File: src/rtl/audio_dac_player.sv
// audio_dac_player: one-entry sample buffer feeding a 16-bit-per-channel I2S
// serializer driven by an external codec bit clock and frame clock.
// Optional feature: define AUD_HOLD_LAST_EN to replay the last played sample
// on underflow; without it an underflow frame plays silence.
`timescale 1ns/1ps

module audio_dac_player (
  input  logic        i_clk,
  input  logic        i_rst,
  input  logic        i_bclk,
  input  logic        i_daclrck,
  input  logic        i_en,
  input  logic        mix_audio_valid,
  input  logic [31:0] mix_audio_data,
  output logic        mix_audio_ready,
  output logic        o_aud_dacdat,
  output logic        o_underflow,
  output logic [2:0]  debug
);

  typedef enum logic [1:0] {
    IDLE  = 2'd0,
    LEFT  = 2'd1,
    RIGHT = 2'd2
  } state_t;

  state_t      state, state_next;
  logic [1:0]  bclk_sync, lrck_sync;
  logic        bclk_prev, lrck_prev;
  logic        bclk_fall, lrck_fall, lrck_rise;
  logic        load_left, load_right, go_idle;
  logic        out_of_reset;
  logic        buf_full;
  logic [31:0] buf_data;
  logic [31:0] fill_word, frame_word;
  logic [15:0] shift_reg, right_hold;
  logic [4:0]  bit_cnt;
  logic        accept;

  // Two-flop synchronizers plus one history flop for edge detection.
  // NOTE: sequential state uses non-blocking assignments so every flop samples pre-edge values.
  always_ff @(posedge i_clk or posedge i_rst) begin
    if (i_rst) begin
      bclk_sync <= '0;
      lrck_sync <= '0;
      bclk_prev <= 1'b0;
      lrck_prev <= 1'b0;
    end else begin
      bclk_sync <= {bclk_sync[0], i_bclk};
      lrck_sync <= {lrck_sync[0], i_daclrck};
      bclk_prev <= bclk_sync[1];
      lrck_prev <= lrck_sync[1];
    end
  end

  assign bclk_fall = bclk_prev & ~bclk_sync[1];
  assign lrck_fall = lrck_prev & ~lrck_sync[1];
  assign lrck_rise = ~lrck_prev & lrck_sync[1];

  // State register.
  always_ff @(posedge i_clk or posedge i_rst) begin
    if (i_rst) state <= IDLE;
    else       state <= state_next;
  end

  // Next-state logic: frames start on an LRCK fall; a disable takes effect at the next LRCK edge.
  // NOTE: every output of this block gets a default first so no latch is inferred.
  always_comb begin
    state_next = state;
    load_left  = 1'b0;
    load_right = 1'b0;
    go_idle    = 1'b0;
    case (state)
      IDLE: begin
        if (lrck_fall && i_en) begin
          state_next = LEFT;
          load_left  = 1'b1;
        end
      end
      LEFT: begin
        if (lrck_rise) begin
          if (i_en) begin
            state_next = RIGHT;
            load_right = 1'b1;
          end else begin
            state_next = IDLE;
            go_idle    = 1'b1;
          end
        end
      end
      RIGHT: begin
        if (lrck_fall) begin
          if (i_en) begin
            state_next = LEFT;
            load_left  = 1'b1;
          end else begin
            state_next = IDLE;
            go_idle    = 1'b1;
          end
        end
      end
      default: state_next = IDLE;
    endcase
  end

  // Holds ready low while reset is asserted and for the first cycle after release.
  always_ff @(posedge i_clk or posedge i_rst) begin
    if (i_rst) out_of_reset <= 1'b0;
    else       out_of_reset <= 1'b1;
  end

  // The slot frees up in the same cycle its sample is loaded, so a new sample
  // can be taken while the old one moves into the shifter.
  assign mix_audio_ready = out_of_reset & i_en & (~buf_full | load_left);
  assign accept          = mix_audio_valid & mix_audio_ready;

  // One-entry holding buffer; an acceptance wins over the load-time clear.
  // NOTE: only the valid flag is reset; the data word is never read while the flag is low.
  always_ff @(posedge i_clk or posedge i_rst) begin
    if (i_rst) begin
      buf_full <= 1'b0;
    end else if (accept) begin
      buf_full <= 1'b1;
      buf_data <= mix_audio_data;
    end else if (load_left || go_idle || (state == IDLE && !i_en)) begin
      buf_full <= 1'b0;
    end
  end

`ifdef AUD_HOLD_LAST_EN
  logic [31:0] last_sample;

  // Remembers the last sample actually taken from the buffer for replay on underflow.
  always_ff @(posedge i_clk or posedge i_rst) begin
    if (i_rst)                      last_sample <= '0;
    else if (load_left && buf_full) last_sample <= buf_data;
  end

  assign fill_word = last_sample;
`else
  assign fill_word = '0;
`endif

  assign frame_word = buf_full ? buf_data : fill_word;

  // Serializer: MSB first on each BCLK fall, zeros once 16 bits are out.
  // The bit shifted on the fall that coincides with an LRCK edge is the
  // previous channel's LSB, so the load takes effect for the following fall.
  always_ff @(posedge i_clk or posedge i_rst) begin
    if (i_rst) begin
      shift_reg    <= '0;
      right_hold   <= '0;
      bit_cnt      <= '0;
      o_aud_dacdat <= 1'b0;
      o_underflow  <= 1'b0;
    end else begin
      o_underflow <= load_left & ~buf_full;
      if (bclk_fall)
        o_aud_dacdat <= (state != IDLE && bit_cnt < 5'd16) ? shift_reg[15] : 1'b0;
      if (load_left) begin
        shift_reg  <= frame_word[31:16];
        right_hold <= frame_word[15:0];
        bit_cnt    <= '0;
      end else if (load_right) begin
        shift_reg <= right_hold;
        bit_cnt   <= '0;
      end else if (go_idle) begin
        shift_reg <= '0;
        bit_cnt   <= '0;
      end else if (bclk_fall && state != IDLE && bit_cnt != 5'd16) begin
        shift_reg <= {shift_reg[14:0], 1'b0};
        bit_cnt   <= bit_cnt + 5'd1;
      end
    end
  end

  assign debug = {buf_full, state};

endmodule

File: config.mk
export PLATFORM = sky130hd
export DESIGN_NAME = audio_dac_player
export DESIGN_NICKNAME = d
export VERILOG_FILES = /design/src/rtl/audio_dac_player.sv
export SDC_FILE = /design/constraint.sdc
export NUM_CORES = 1
export LEC_CHECK = 0
export CELL_PAD_IN_SITES_DETAIL_PLACEMENT = 1
export CELL_PAD_IN_SITES_GLOBAL_PLACEMENT = 2
export CORE_MARGIN = 8
export CORE_UTILIZATION = 30
export DETAILED_ROUTE_END_ITERATION = 6
export PLACE_DENSITY = 0.74
export SLEW_MARGIN = 20
export SYNTH_ARGS = -nofsm -noshare
export SYNTH_HDL_FRONTEND = slang
export SYNTH_SLANG_ARGS = --single-unit
File: constraint.sdc
create_clock -name i_clk -period 4.6 [get_ports i_clk]
set_clock_uncertainty 0.15 [all_clocks]
set_input_delay 0.92 -clock i_clk [delete_from_list [all_inputs] [get_ports i_clk]]
set_output_delay 0.92 -clock i_clk [all_outputs]
set_load 0.005 [all_outputs]
==> impl_metrics.toml, run 1 <==
[clock_network]
ctsResizeCount = 0
cts_root_buffer = "clkbuf_8"
htree_levels = 3
cts_tree = "built"
numCtsBuffers = 9
clock-sinks = 81
cts_hold_buffers = 0
post_cts_buffers = 0
cts_buffer_depth = 2
clkLatencyLatePin_ns = 0.34
clk_pin_slew_ns = 0.07

[placement]
place_hpwl_microns = 4790
dpl_cell_area_sq_mm = 0.00387
port_buffers = 43
dpl_worst_slack_ns = 1.01
routabilityCongestion = 0.653

[final_layout]
design_area_sq_mm = 0.00409
drive_above_1_share = 0.112
multi_input_area_sq_mm = 0.00102
layout.nets = 361
largest_register_ffs = 32
diodes = 0
layout_common_cells = "dfrtp_1, clkdlybuf4s50_1, nand2_1, edfxtp_1, nor2_1"
seq_area_sq_mm = 0.00219
final_common_cell = "dfrtp_1"
syn2layout_area_growth_pct = 23.5
utilization = 0.379
fillers = 1166

[timing]
finalSetupTns_ns = 0
grt_setup_unrepaired = "no"
worst_slew_margin_rel = 0.579
worst_slack_ns = 1.01
hold_viol_final = 0
max_freq_ghz = 0.279
min_period_ns = 3.59
final-max-slew-violation-count = 0
finalCritPeriodShare = 0.780
finalSetupViolCount = 0
worst_slew_pin_slew_ns = 0.632

[detailed_routing]
wl_per_cell_microns = 14.5
ant_nets = 0
vias_per_cell = 4.58
first_pass_iters = 4
drc = 0
routed_wl_microns = 6700
via_count = 2118
drtIter0Drc = 61

[power_and_ir_drop]
combPwrFrac = 0.216
switching_share = 0.291
powerDensity_mw_per_mm2 = 477
cell_internal_pwr_mw = 1.38
p_switching_mw = 0.568
power_frac_seq = 0.506
peakVddDrop_uv = 173
pwr-share-clk = 0.278
p_leak_nw = 1.55

[floorplanning]
rows = 38
coreArea_sq_mm = 0.0108
fp.dieH_microns = 121
die_w_microns = 121
die-area_sq_mm = 0.0147
pin_count = 44
start_util = 0.307

[setup_path]
arrival_ns = 2.52
path_max_fanout = 8
required_ns = 3.53
r2r_setup_slack_ns = 2.13
critPathKind = "primary input to output pin"
startpoint_type = "primary input"
crit_path_end_kind = "output pin"

[synth]
synthFlopType = "dfrtp_1"
syn_area_sq_mm = 0.00331
synth_enable_flop_cells = 32
avgSynthCellArea_sq_um = 12.1
seq_area_frac_synth = 0.660
syn_inst = 274
synth_top_cell_by_area = "dfrtp_1"
synthTopCellsByArea = "dfrtp_1, edfxtp_1, nand2_1, a31oi_2, a22oi_1"
async_reset_ff_frac = 0.605
synth.distinct_cells = 34
synth-seq-cells = 81
synth_top_area_share = 0.370
syn-num-nets = 318
yosys_warnings = 0

[global_routing]
grt_pass1_vias = 2355
grt_pass1_wl_microns = 11700
globalRouteMet3Util = 0.0275
busiest_layer = "met2"
antenna_found_initial = 0
overflow = 0
met1_usage = 0.128
grt.total_usage = 0.0997
grt_start_max_net_pins = 50
grt_util_met2 = 0.156

[min_path]
hold_path.class = "flip-flop to flip-flop"

[status]
outcome = "completed"

[job]
cap_violations = 0
-- cell families (layout without fill, tap and decap cells) --
kind of cell,Yosys count,in the layout,share of synthesized area
compound gates,62,62,0.142
xor+xnor,4,4,0.0106
fa+ha+maj,6,6,0.0227
buf+inv,23,71,0.0329
flops,81,81,0.660
mux,1,1,0.00340
other cells,1,1,0.00113
simple gates,96,96,0.127
-- cells in the mapped netlist, types with 2 or more instances --
cell type and n:
buf_2 3, a31oi_2 10, clkbuf_1 9, buf_6 2, xor2_1 3, o21ai_0 20, a31oi_1 3, a22oi_1 16
ha_1 6, nand3_1 14, inv_1 8, dfrtp_1 49, nand4_1 2, edfxtp_1 32, nor2_1 28, a21oi_1 6
o211ai_1 2, nand2b_1 4, nand2_1 42
-- area by class of cell --
class                           instances  share of cell area
Clock inverter                          4              0.0122
Clock buffer                           12              0.0404
Tap cell                              140              0.0428
Sequential cell                        81               0.535
Timing Repair Buffer                   47               0.113
Multi-Input combinational cell        170               0.249
Inverter                                8             0.00796
-- power by group through the flow --
stage / Sequential, mW / Clock (mW) / Combinational, mW
2_1_floorplan: 0.964 / 0 / 0.331
3_3_place_gp: 0.995 / 0 / 0.414
3_5_place_dp: 1.00 / 0 / 0.431
4_1_cts: 0.990 / 0.562 / 0.433
5_1_grt: 1.01 / 0.589 / 0.487
6_report: 0.987 / 0.542 / 0.422
-- final timing paths --
| path | end | cells after the start | from |
|---|---|---|---|
| setup reg to reg | buf_data[20] | 8 | state[0] |
| max in group asynchronous | right_hold[2] | 2 | i_rst |
| hold reg to reg | lrck_sync[1] | 0 | lrck_sync[0] |
| hold / removal | lrck_sync[1] | 0 | lrck_sync[0] |
| setup / recovery | mix_audio_ready | 5 | i_en |
| min in group asynchronous | right_hold[14] | 2 | i_rst |
-- metrics by stage --
stage          instances  hold slack, ns  power, mW
2_1_floorplan        274           0.181       1.29
3_3_place_gp         446           0.187       1.41
3_5_place_dp         446           0.186       1.44
4_1_cts              462           0.209       1.99
5_1_grt              462           0.227       2.09
6_report             462           0.204       1.95
-- per-layer routing --
metal  vias to the layer above  part of all wire
li1                       1051                 -
met1                      1014              0.49
met2                        44              0.47
met3                         9             0.033
met4                         0             0.013
met5                         -                 0
-- worst max-delay path, stage by stage --
cell	delay, ns
clkdlybuf4s50_1	0.62
o21a_1	0.18
nand2_1	0.07
a21oi_1	0.19
clkdlybuf4s50_1	0.53
(Power assumes the default switching activity.)
==> inputs of run 2 (changes only) <==
--- a/config.mk
+++ b/config.mk
@@ -10,7 +10,7 @@
 export CORE_MARGIN = 8
 export CORE_UTILIZATION = 30
 export DETAILED_ROUTE_END_ITERATION = 6
-export PLACE_DENSITY = 0.74
+export PLACE_DENSITY = 0.76
 export SLEW_MARGIN = 20
 export SYNTH_ARGS = -nofsm -noshare
 export SYNTH_HDL_FRONTEND = slang
==> constraint.sdc (replaced) <==
create_clock -name i_clk -period 3 [get_ports i_clk]
set_clock_uncertainty 0.15 [all_clocks]
set_input_delay 0.6 -clock i_clk [delete_from_list [all_inputs] [get_ports i_clk]]
set_output_delay 0.6 -clock i_clk [all_outputs]
set_load 0.005 [all_outputs]
==> run 2 against run 1 <==
  * Cell count increased by 0.65%
  * Wire length increased by 1.4%
  * Non-clock buffer count increased by 3
  * Worst setup slack got worse by 0.85 ns
  * Register-to-register slack got worse by 1.5 ns
  * Critical endpoint unchanged
  * Die area unchanged
  * Highest routed layer unchanged
  * Count of clock-buffer cells in the layout decreased by 2
==> impl_metrics.toml, run 2 (same netlist as run 1, synthesis figures left out) <==
[detailed_routing]
first_pass_iters = 4
via_count = 2137
drc = 0
ant_nets = 0
drtIter0Drc = 78
vias_per_cell = 4.60
wl_per_cell_microns = 14.6
routed_wl_microns = 6790

[final_layout]
utilization = 0.383
drive_above_1_share = 0.129
diodes = 0
instances_no_fill = 465
largest_register_ffs = 32
layout.nets = 364
fillers = 1148
final_common_cell = "dfrtp_1"
syn2layout_area_growth_pct = 24.9
layout_common_cells = "dfrtp_1, clkdlybuf4s50_1, nand2_1, edfxtp_1, nor2_1"

[clock_network]
htree_levels = 3
cts_tree = "built"
clk_pin_slew_ns = 0.09
cts_buffer_depth = 2
cts_hold_buffers = 0
numCtsBuffers = 9
ctsResizeCount = 0
clock-sinks = 81
post_cts_buffers = 0
cts_root_buffer = "clkbuf_8"
clkLatencyLatePin_ns = 0.36

[setup_path]
critPathKind = "flip-flop to output pin"
path_max_fanout = 4
rr_startpoint = "state[0]"
r2r_cells = 7
reg2reg_to = "shift_reg[2]"
arrival_ns = 2.09
crit_path_end_kind = "output pin"
startpoint_type = "flip-flop"
r2r_setup_slack_ns = 0.62
required_ns = 2.25

[placement]
routabilityCongestion = 0.749
place_hpwl_microns = 4820
dpl_worst_slack_ns = 0.0402
dp.cells = 449
port_buffers = 43

[timing]
finalSetupViolCount = 0
min_period_ns = 2.84
worst_slack_ns = 0.161
worst_slew_margin_rel = 0.542
finalCritPeriodShare = 0.946
finalSetupTns_ns = 0
max_freq_ghz = 0.352
worst_slew_pin_slew_ns = 0.687
hold_viol_final = 0
final-max-slew-violation-count = 0
grt_setup_unrepaired = "no"

[min_path]
hp-start = "bclk_sync[0]"
hold_path.class = "flip-flop to flip-flop"
hold_end = "bclk_sync[1]"
hold_path_depth = 0

[global_routing]
grt_start_max_net_pins = 34
grt_pass1_vias = 2360
antenna_found_initial = 0
grt_pass1_wl_microns = 11700
grt.total_usage = 0.100
overflow = 0

[power_and_ir_drop]
powerDensity_mw_per_mm2 = 740
totalPowerFinal_mw = 3.06
p_leak_nw = 1.57
peakVddDrop_uv = 352

[floorplanning]
die-area_sq_mm = 0.0147
start_util = 0.307
die_w_microns = 121
pin_count = 44
rows = 38
coreArea_sq_mm = 0.0108
fp.dieH_microns = 121

[status]
outcome = "completed"

[job]
cap_violations = 0
run 2: changes by cell type in the layout (fill, tap and decap cells not counted), sizes merged:
cell      before  now
buf            4    7
clkbuf        12   10
bufinv         1    2
clkinv         2    1
clkinvlp       1    2
inv            8    9
run 2: layout make-up:
type                            instances  area [sq um]  area share
Tap cell                              140           175      0.0424
Multi-Input combinational cell        170          1030       0.248
Clock inverter                          6          92.6      0.0224
Sequential cell                        81          2190       0.529
Clock buffer                           10           128      0.0309
Timing Repair Buffer                   50           495       0.120
Inverter                                8          30.0     0.00726
run 2: worst max-delay path by stage:
| stage | cells past startpoint | startpoint | endpoint |
|---|---|---|---|
| after floorplan | 7 | state[0] | buf_data[0] |
| after global placement | 7 | i_en | bit_cnt[3] |
| after detailed placement | 7 | i_en | bit_cnt[1] |
| after CTS | 6 | state[0] | mix_audio_ready |
| after global routing | 6 | state[1] | mix_audio_ready |
| final | 6 | state[0] | mix_audio_ready |
run 2: per-layer routing:
layer | part of all wire | track usage
met1 | 0.49 | 0.130
met2 | 0.45 | 0.151
met4 | 0.018 | 0.0422
met3 | 0.042 | 0.0330
met5 | 0 | 0
run 2: report_power, final:
group          total [mW]  switching (mW)  internal [mW]
Sequential           1.51           0.147           1.37
Combinational       0.663           0.351          0.312
Clock               0.884           0.411          0.473
Total                3.06           0.909           2.15
run 2: worst max-delay path, cell delays in order (launching register included):
cell             delay, ns
dfrtp_1               0.43
inv_1                 0.11
ha_1                  0.24
o21a_1                0.16
nand2_1               0.09
a21oi_2               0.18
clkdlybuf4s50_1       0.53
run 2: through the flow:
stage / hold slack [ns] / cell area, sq um
floorplan: 0.181 / 3310
global placement: 0.184 / 3910
detailed placement: 0.192 / 3910
CTS: 0.212 / 4130
global route: 0.215 / 4140
finish: 0.208 / 4140
